--- src/rtl/mt9v034_sync_decoder.sv ---
// mt9v034_sync_decoder
//   Decodes MT9V034 embedded sync codes from the deserialised 10-bit word
//   stream into an AXI4-Stream video stream (tuser = SOF, tlast = EOL).
//   The input has no back-pressure, so a FWFT FIFO absorbs output stalls.
//
//   Sync codes: 1023,0,1023 = FS, 1 = LS, 2 = LE, 3 = FE, 4 = blank.
//   Each pixel is held in a one-entry skid register until the next word
//   arrives, which tells us whether that pixel closes the line (tlast).
//
// Ports
//   aclk, aresetn        clock, async active-low reset
//   word, word_valid     decoded sensor words (no ready, gaps allowed)
//   m_axis_*             AXI4-Stream master (tdata, tvalid, tready, tuser, tlast)
//   err_clr              synchronous clear of the sticky error flags
//   err_ovf              sticky: FIFO overflow, pixel dropped
//   err_proto            sticky: sync sequence violation
//
// Build option
//   MT9V034_SYNC_STATS_EN adds frame_cnt, last_width, last_height outputs.
module mt9v034_sync_decoder #(
    parameter int DATA_W     = 16,
    parameter int FIFO_DEPTH = 16,
    parameter int CNT_W      = 12
) (
    input  logic              aclk,
    input  logic              aresetn,
    input  logic [9:0]        word,
    input  logic              word_valid,
    output logic [DATA_W-1:0] m_axis_tdata,
    output logic              m_axis_tvalid,
    input  logic              m_axis_tready,
    output logic              m_axis_tuser,
    output logic              m_axis_tlast,
    input  logic              err_clr,
    output logic              err_ovf,
    output logic              err_proto
`ifdef MT9V034_SYNC_STATS_EN
    ,
    output logic [31:0]       frame_cnt,
    output logic [CNT_W-1:0]  last_width,
    output logic [CNT_W-1:0]  last_height
`endif
);

    localparam int AW = $clog2(FIFO_DEPTH);

    localparam logic [2:0] S_IDLE  = 3'd0;
    localparam logic [2:0] S_FS1   = 3'd1;
    localparam logic [2:0] S_FS2   = 3'd2;
    localparam logic [2:0] S_FRAME = 3'd3;
    localparam logic [2:0] S_LINE  = 3'd4;

    logic [2:0] state, state_nxt;
    logic       held_vld;
    logic [9:0] held_pix;
    logic       sof_pend;

    logic hold_ld, hold_clr, wr_req, wr_last, proto_err, sof_set;

    // ---------------------------------------------------------------
    // Sync decode
    // ---------------------------------------------------------------
    always_comb begin
        state_nxt = state;
        hold_ld   = 1'b0;
        hold_clr  = 1'b0;
        wr_req    = 1'b0;
        wr_last   = 1'b0;
        proto_err = 1'b0;
        sof_set   = 1'b0;
        if (word_valid) begin
            case (state)
                S_IDLE: if (word == 10'd1023) state_nxt = S_FS1;
                S_FS1: begin
                    if (word == 10'd0)         state_nxt = S_FS2;
                    else if (word == 10'd1023) state_nxt = S_FS1;
                    else                       state_nxt = S_IDLE;
                end
                S_FS2: begin
                    if (word == 10'd1023) begin
                        state_nxt = S_FRAME;
                        sof_set   = 1'b1;
                    end else begin
                        state_nxt = S_IDLE;
                    end
                end
                S_FRAME: begin
                    case (word)
                        10'd1:         state_nxt = S_LINE;
                        10'd3:         state_nxt = S_IDLE;
                        10'd1023:      state_nxt = S_FS1;
                        10'd0, 10'd2:  proto_err = 1'b1;
                        default:       ;  // blanking and anything else
                    endcase
                end
                S_LINE: begin
                    case (word)
                        10'd2, 10'd3: begin
                            // Line end closes the held pixel; an empty line is a violation.
                            wr_req    = held_vld;
                            wr_last   = 1'b1;
                            proto_err = ~held_vld;
                            hold_clr  = 1'b1;
                            state_nxt = (word == 10'd2) ? S_FRAME : S_IDLE;
                        end
                        10'd1: begin
                            // Unexpected LS: drop the partial pixel and restart the line.
                            proto_err = 1'b1;
                            hold_clr  = 1'b1;
                        end
                        default: begin
                            wr_req  = held_vld;
                            hold_ld = 1'b1;
                        end
                    endcase
                end
                default: state_nxt = S_IDLE;
            endcase
        end
    end

    always_ff @(posedge aclk or negedge aresetn) begin
        if (!aresetn) begin
            state    <= S_IDLE;
            held_vld <= 1'b0;
            held_pix <= '0;
            sof_pend <= 1'b0;
        end else begin
            state <= state_nxt;
            if (hold_ld) begin
                held_vld <= 1'b1;
                held_pix <= word;
            end else if (hold_clr) begin
                held_vld <= 1'b0;
            end
            // SOF marks the first pixel offered to the FIFO, even if it is dropped.
            if (sof_set)     sof_pend <= 1'b1;
            else if (wr_req) sof_pend <= 1'b0;
        end
    end

    // ---------------------------------------------------------------
    // Output FIFO (first-word-fall-through); entry = {user, last, pixel}
    // ---------------------------------------------------------------
    logic [11:0]   mem [FIFO_DEPTH];
    logic [AW-1:0] wr_ptr, rd_ptr;
    logic [AW:0]   count;
    logic          fifo_full, rd_en, wr_en, ovf_evt;
    logic [11:0]   rd_word;

    assign fifo_full = (count == (AW+1)'(FIFO_DEPTH));
    assign rd_en     = m_axis_tvalid & m_axis_tready;
    // A read in the same cycle frees a slot, so full+read+write is legal.
    assign wr_en     = wr_req & (~fifo_full | rd_en);
    assign ovf_evt   = wr_req & fifo_full & ~rd_en;

    always_ff @(posedge aclk) begin
        if (wr_en) mem[wr_ptr] <= {sof_pend, wr_last, held_pix};
    end

    always_ff @(posedge aclk or negedge aresetn) begin
        if (!aresetn) begin
            wr_ptr <= '0;
            rd_ptr <= '0;
            count  <= '0;
        end else begin
            if (wr_en) wr_ptr <= wr_ptr + 1'b1;
            if (rd_en) rd_ptr <= rd_ptr + 1'b1;
            case ({wr_en, rd_en})
                2'b10:   count <= count + 1'b1;
                2'b01:   count <= count - 1'b1;
                default: ;
            endcase
        end
    end

    // Outputs forced to zero while empty so nothing stale leaks out after reset.
    assign rd_word       = mem[rd_ptr];
    assign m_axis_tvalid = (count != '0);
    assign m_axis_tdata  = m_axis_tvalid ? DATA_W'(rd_word[9:0]) : '0;
    assign m_axis_tlast  = m_axis_tvalid & rd_word[10];
    assign m_axis_tuser  = m_axis_tvalid & rd_word[11];

    // ---------------------------------------------------------------
    // Sticky errors: a new event beats a simultaneous clear.
    // ---------------------------------------------------------------
    always_ff @(posedge aclk or negedge aresetn) begin
        if (!aresetn) begin
            err_ovf   <= 1'b0;
            err_proto <= 1'b0;
        end else begin
            err_ovf   <= ovf_evt   | (err_ovf   & ~err_clr);
            err_proto <= proto_err | (err_proto & ~err_clr);
        end
    end

`ifdef MT9V034_SYNC_STATS_EN
    // ---------------------------------------------------------------
    // Frame statistics
    // ---------------------------------------------------------------
    logic [CNT_W-1:0] pix_cnt, line_cnt, line_w;
    logic             ls_evt, line_done, fe_evt;

    assign ls_evt    = word_valid & (word == 10'd1) & ((state == S_FRAME) | (state == S_LINE));
    assign line_done = word_valid & (state == S_LINE) & held_vld & ((word == 10'd2) | (word == 10'd3));
    assign fe_evt    = word_valid & (word == 10'd3) & ((state == S_FRAME) | (state == S_LINE));

    always_ff @(posedge aclk or negedge aresetn) begin
        if (!aresetn) begin
            pix_cnt     <= '0;
            line_cnt    <= '0;
            line_w      <= '0;
            frame_cnt   <= '0;
            last_width  <= '0;
            last_height <= '0;
        end else begin
            if (ls_evt)                      pix_cnt <= '0;
            else if (hold_ld && pix_cnt != '1) pix_cnt <= pix_cnt + 1'b1;

            if (sof_set)        line_cnt <= '0;
            else if (line_done) line_cnt <= line_cnt + 1'b1;

            if (line_done) line_w <= pix_cnt;

            if (fe_evt) begin
                frame_cnt <= frame_cnt + 1'b1;
                // FE may close a line itself or follow an LE from FRAME.
                if (line_done) begin
                    last_width  <= pix_cnt;
                    last_height <= line_cnt + 1'b1;
                end else begin
                    last_width  <= line_w;
                    last_height <= line_cnt;
                end
            end
        end
    end
`endif

endmodule

--- config.mk ---
export PLATFORM = sky130hd
export DESIGN_NAME = mt9v034_sync_decoder
export DESIGN_NICKNAME = d
export VERILOG_FILES = /design/src/rtl/mt9v034_sync_decoder.sv
export SDC_FILE = /design/constraint.sdc
export NUM_CORES = 1
export LEC_CHECK = 0
export CAP_MARGIN = 20
export CORE_AREA = 2 2 177 179
export CTS_CLUSTER_SIZE = 30
export DETAILED_ROUTE_END_ITERATION = 7
export DIE_AREA = 0 0 179 181
export SETUP_SLACK_MARGIN = 0.15
export SYNTH_ARGS = -nofsm -noshare
export SYNTH_HDL_FRONTEND = slang
export SYNTH_SLANG_ARGS = --single-unit
--- constraint.sdc ---
create_clock -name aclk -period 2.8 [get_ports aclk]
set_input_delay 0.28 -clock aclk [delete_from_list [all_inputs] [get_ports aclk]]
set_output_delay 0.28 -clock aclk [all_outputs]
set_load 0.005 [all_outputs]
==> results of run 1 <==
logic make-up (layout without fill, tap and decap cells):
family                     count (synthesis)  after routing
other                                      1              6
muxes                                     73             73
DFF                                      222            222
adders and majority gates                  7              7
and+or+nand+nor                           82             82
xor gates and xnor gates                  10             10
buffers and inverters                     36            147
AOI/OAI and AO/OA                         25             25
what timing repair did:
action / 4_1_cts / 5_1_grt
gates resized for setup: 60 / 6
gates cloned: 4 / 2
hold buffers: 0 / 0
pin swaps: 0 / 0
setup buffers: 18 / 0
endpoints found under the setup margin: 13 / 13
layout make-up:
type	count	area (µm²)
sequential	222	6524
inverter	8	30.03
clock inverter	10	103.9
fill	2731	19120
tap	396	495.5
clock buffer	32	609.3
timing repair buffer	97	1077
multi-input combinational	203	2389
how the worst max path moves through the flow:
stage                    start               to  slack, ps  cells past startpoint
detailed placement     word[3]         count[4]         90                      9
CTS                  rd_ptr[0]  m_axis_tdata[1]       -110                      7
global placement    word_valid       mem[10][8]        100                      9
global route         rd_ptr[0]  m_axis_tdata[1]       -170                      7
floorplan             state[1]       mem[10][0]        250                      6
finish               rd_ptr[0]  m_axis_tdata[7]       -100                      7
worst max-delay path: stages, from the launching register on:
cell and delay [ps]:
dfrtp_4 520, buf_4 160, buf_12 130, clkbuf_16 160, mux4_2 410, mux4_2 460, nor2b_1 140, buf_2 130
per-stage QoR:
step	util, %	setup WS (ps)
2_1_floorplan	-	246.3
3_3_place_gp	33.49	98.88
3_5_place_dp	33.49	90.07
4_1_cts	36.79	-113.9
5_1_grt	37.00	-167.1
6_report	37.00	-97.71
cells in the final DEF, fill, tap and decap left out, types with 8 or more instances in the layout:
| cell type | instances |
|---|---|
| nor2b_1 | 11 |
| nand2_1 | 15 |
| inv_1 | 8 |
| buf_12 | 14 |
| mux4_2 | 60 |
| buf_4 | 41 |
| buf_2 | 11 |
| clkbuf_1 | 9 |
| clkdlybuf4s50_1 | 17 |
| dfrtp_1 | 26 |
| clkbuf_16 | 25 |
| nor2_1 | 24 |
| edfxtp_1 | 192 |
| mux2_2 | 12 |
| xnor2_1 | 8 |
where the power goes:
group	internal, mW	switching (mW)	total, mW	leakage [nW]
clock	1.71	1.17	2.88	0.347
combinational	0.959	0.777	1.74	1.31
sequential	3.60	0.0659	3.66	2.63
per-layer routing:
layer | part of all wire, % | vias to the layer above
met5 | 0 | -
met4 | 1.0 | 0
met3 | 3.8 | 16
met2 | 51 | 120
met1 | 44 | 2454
li1 | - | 2024
sequential cells by signal, indices dropped and copies added, names as in the netlist:
register	flops
mem	192
held_pix	10
count	5
rd_ptr	4
wr_ptr	4
state	3
err_ovf	1
err_proto	1
held_vld	1
sof_pend	1
==> flow_summary_export.csv, run 1 <==
group,metric,value,unit
synth,synth-seq-cells,222,
drt,drt_iter0_markers,346,
run_status,violations,"negative setup slack",
die,start_util,29.70,%
clock_network,htreeDepth,1,
power,peakVddDrop,0.4361,mV
cells_and_area,fin_nets,577,
synth,syn_avg_cell_area,19.76,µm²
synth,synth_most_common_cell,"edfxtp_1",
placement,place_inst,902,
timing,setup_violations,10,
die,die_h,181,µm
cells_and_area,n_antenna_cell,0,
grt,busiest_layer,"met2",
synth,synthMuxAreaShare,16.66,%
worst_setup_path,worstReg2RegEnd,"mem[10][7]",
cells_and_area,drive_gt1_share,35.84,%
synth,synthesis.area,0.009012,mm²
grt,grt_max_degree,31,
clock_network,cts_tree,"yes",
worst_setup_path,setup.worst_path.end_class,"output port",
cells_and_area,area_growth,24.59,%
synth,syn_inst,456,
grt,grt-ovfl-total,0,
synth,synthXorXnorAreaFrac,0.9718,%
synth,yosys.area.top_type,"edfxtp_1",
grt,grt_pass1_vias,4844,
timing,fin_setup_tns,-773.3,ps
worst_setup_path,arrival,2620,ps
clock_network,clock-sinks,222,
worst_setup_path,r2r_cells,8,
synth,synth_compound_area_share,2.180,%
clock_network,clockRootBuffer,"clkbuf_16",
placement,portBuffers,29,
timing,finalCritPeriodShare,103.5,%
power,p_per_area,736.9,mW/mm²
grt,use_met3,1.557,%
grt,grt_pass1_wl,29340,µm
worst_setup_path,ff2ff_setup_slack,310,ps
power,p_leak,4.291,nW
grt,antenna_found_initial,0,
placement,place_hpwl,12100,µm
timing,fin_crit,2898,ps
synth,synth_top_family_by_area,"multiplexers",
synth,yosys_warnings,0,
synth,synth_top_area_share,63.97,%
clock_network,clockBufferDepth,3,
synth,synth.distinct_cells,49,
timing,finClkSkew,12.36,ps
min_path,hp-class,"in -> async",
drt,antenna_left,0,
timing,hold_viol,0,
timing,fmaxAchievable,0.3451,GHz
power,power,8.274,mW
synth,synth_edf_count,192,
timing,worst_pin_slew,575.9,ps
die,die_area,0.03240,mm²
synth,synthAdderAreaFrac,0.9718,%
synth,synth-main-ff-cell,"edfxtp_1",
worst_setup_path,crit_fanout,6,
run_status,status,"finished with violations",
worst_setup_path,cp.required,2520,ps
grt,grt_util_all_layers,12.03,%
worst_setup_path,path_class,"reg -> out",
drt,vias_per_cell,4.767,
run,cap_violations,0,
die,coreArea,0.03035,mm²
worst_setup_path,critPathLaunchType,"flop",
grt,use_met2,20.62,%
die,ioPinCount,36,
worst_setup_path,r2r_start,"state[1]",
synth,synth.area.top_cells,"edfxtp_1 (64%), mux4_2 (15%), dfrtp_1 (8.3%)",
drt,via_count,4614,
drt,wl_per_cell,19.92,µm
synth,seq_area_frac_synth,72.30,%
cells_and_area,stdcell_count,968,
die,fp.dieW,179,µm
clock_network,cts_buffers,23,
placement,placed_cell_area,0.01016,mm²
drt,dr.pass1.iters,4,
drt,wl,19290,µm
synth,synth-simple-area-share,4.915,%
clock_network,clk_latency,500,ps
timing,worst_slew_margin_rel,61.12,%
timing,rsz0062_at_grt,"yes",
grt,met1_usage,16.47,%
clock_network,clk_pin_slew,60,ps
drt,drc,0,
timing,timing.hold.ws,169.9,ps
die,row_count,64,
placement,gp_congestion,0.8122,
synth,synth_commonest_cells,"edfxtp_1 (192), mux4_2 (60), dfrtp_1 (30)",
cells_and_area,final_area,0.01123,mm²
timing,setup_ws,-97.71,ps
timing,final_max_slew_viol_count,0,
synth,ys_async_sr_fraction,13.51,%
Power figures use the tool's default switching activity.
==> inputs of run 2 (changes only) <==
CTS_CLUSTER_DIAMETER = 60   (was not set)
clock period = 2.6 ns   (was 2.8 ns; I/O delays follow)
==> flow_summary_export.csv, run 2 (synthesized netlist as in run 1, its figures left out) <==
group,metric,value,unit
worst_setup_path,critPathLaunchType,"flop",
drt,antenna_left,0,
cells_and_area,final_cell_mix,"edfxtp_1 (192), mux4_2 (60), buf_4 (41)",
die,fp.dieW,179,µm
placement,portBuffers,29,
power,switchingPower,2.495,mW
cells_and_area,largestRegisters,"mem (192), held_pix (10), count (5)",
worst_setup_path,r2r_cells,10,
worst_setup_path,max_stage_delay,540,ps
cells_and_area,largest_reg_flops,192,
die,row_count,64,
die,start_util,29.70,%
power,p_per_area,773.3,mW/mm²
worst_setup_path,cp.required,2340,ps
timing,finClkSkew,28.72,ps
power,internal_power,6.307,mW
worst_setup_path,crit_fanout,6,
clock_network,cts_tree,"yes",
drt,drt_iter0_markers,404,
run_status,violations,"negative setup slack",
cells_and_area,area_growth,26.29,%
cells_and_area,fin_nets,580,
grt,grt_util_all_layers,12.94,%
cells_and_area,regMostFlops,"mem",
cells_and_area,utilization,37.50,%
cells_and_area,layout_commonest_cell,"edfxtp_1",
cells_and_area,stdcell_count,964,
drt,dr.pass1.iters,5,
clock_network,postCtsHoldBufs,0,
die,die_h,181,µm
placement,place_hpwl,12270,µm
worst_setup_path,r2r_start,"count[1]",
clock_network,cts_buffers,16,
timing,worst_pin_slew,616.6,ps
timing,worst_slew_margin_rel,58.89,%
run_status,status,"finished with violations",
drt,wl_per_cell,21.19,µm
run,cap_violations,0,
placement,place_inst,911,
worst_setup_path,worstReg2RegEnd,"count[4]",
timing,fin_crit,2859,ps
power,p_leak,4.277,nW
die,coreArea,0.03035,mm²
timing,rsz0062_at_grt,"yes",
power,power.share.sequential,44.7,%
clock_network,clk_pin_slew,100,ps
grt,grt_pass1_wl,31150,µm
worst_setup_path,arrival,2600,ps
timing,setup_violations,12,
timing,finalCritPeriodShare,110.0,%
worst_setup_path,setup.worst_path.end_class,"output port",
power,power,8.802,mW
die,ioPinCount,36,
drt,drc,0,
worst_setup_path,path_class,"reg -> out",
grt,grt_pass1_vias,5016,
drt,vias_per_cell,4.834,
clock_network,clockBufferDepth,3,
timing,final_max_slew_viol_count,0,
grt,grt_max_degree,46,
clock_network,clk_latency,500,ps
timing,fmaxAchievable,0.3498,GHz
timing,hold_viol,0,
power,peakVddDrop,0.4006,mV
cells_and_area,drive_gt1_share,41.02,%
cells_and_area,n_antenna_cell,0,
drt,wl,20430,µm
worst_setup_path,ff2ff_setup_slack,190,ps
placement,gp_congestion,0.7219,
worst_setup_path,crit_slowest_cell,"dfrtp_4",
clock_network,clock-sinks,222,
clock_network,clockRootBuffer,"clkbuf_16",
worst_setup_path,path_cells,"buf_6, buf_12, buf_12, mux4_2, mux4_2, nor2b_4, buf_6",
grt,antenna_found_initial,0,
min_path,hp-class,"in -> async",
power,switching_share,28.35,%
clock_network,htreeDepth,1,
timing,timing.hold.ws,162.5,ps
drt,via_count,4660,
power,clock_power_share,30.6,%
power,comb_power_share,24.7,%
timing,setup_ws,-259.1,ps
grt,grt-ovfl-total,0,
die,die_area,0.03240,mm²
run 2: changes by cell type in the layout (fill, tap and decap cells not counted), sizes merged:
cell,previous run,this run
clkdlybuf4s50,17,16
clkinvlp,0,2
bufinv,2,0
dlygate4sd2,0,1
buf,77,90
clkbuf,35,17
clkinv,7,5
inv,9,12
run 2: final cells by class:
cell class	count	area, µm²
Sequential cell	222	6525
Timing Repair Buffer	107	1245
Inverter	8	30.03
Tap cell	396	495.5
Clock inverter	11	155.1
Clock buffer	17	425.4
Multi-Input combinational cell	203	2506
Fill cell	2729	18970
run 2: how the worst max path moves through the flow:
stage | cells after the start | to | start | slack [ps]
floorplan | 6 | mem[10][0] | state[1] | 50
global placement | 8 | mem[6][6] | word_valid | 20
detailed placement | 10 | count[4] | word[7] | -60
CTS | 7 | m_axis_tdata[6] | rd_ptr[0] | -300
global route | 7 | m_axis_tdata[0] | rd_ptr[0] | -350
finish | 7 | m_axis_tdata[6] | rd_ptr[0] | -260
run 2: critical path, delay by kind of cell (launching register included):
family	cells	cell delay [ps]
muxes	2	910
and+or+nand+nor	1	140
DFF	1	540
buffers and inverters	4	500
run 2: timing repair:
item,4_1_cts,5_1_grt
cloned,4,0
buffers inserted,18,3
setup endpoints to repair,13,177
pin swaps,2,1
resized for setup,73,30
endpoints found under the hold margin,0,0
run 2: metrics by stage:
step	area, µm²	TNS [ps]	worst slack [ps]
5_1_grt	11380	-3796	-350.6
3_5_place_dp	10320	-1089	-61.72
6_report	11380	-2732	-259.1
4_1_cts	11230	-2899	-303.9
2_1_floorplan	9057	0	46.34
3_3_place_gp	10320	0	15.53
run 2: routing by layer:
| metal | vias up | share of wire (%) | track usage (%) |
|---|---|---|---|
| met5 | - | 0 | 0 |
| met4 | 0 | 1.1 | 2.374 |
| met3 | 20 | 3.8 | 1.894 |
| met2 | 122 | 51 | 22.15 |
| met1 | 2494 | 44 | 17.59 |
| li1 | 2024 | - | - |
run 2: power groups by stage:
stage	clock network [mW]	registers, mW	logic [mW]
6_report	2.69	3.94	2.18
3_3_place_gp	0	4.00	1.31
2_1_floorplan	0	3.98	0.827
3_5_place_dp	0	4.01	1.36
5_1_grt	2.91	3.94	2.31
4_1_cts	2.77	3.93	2.07
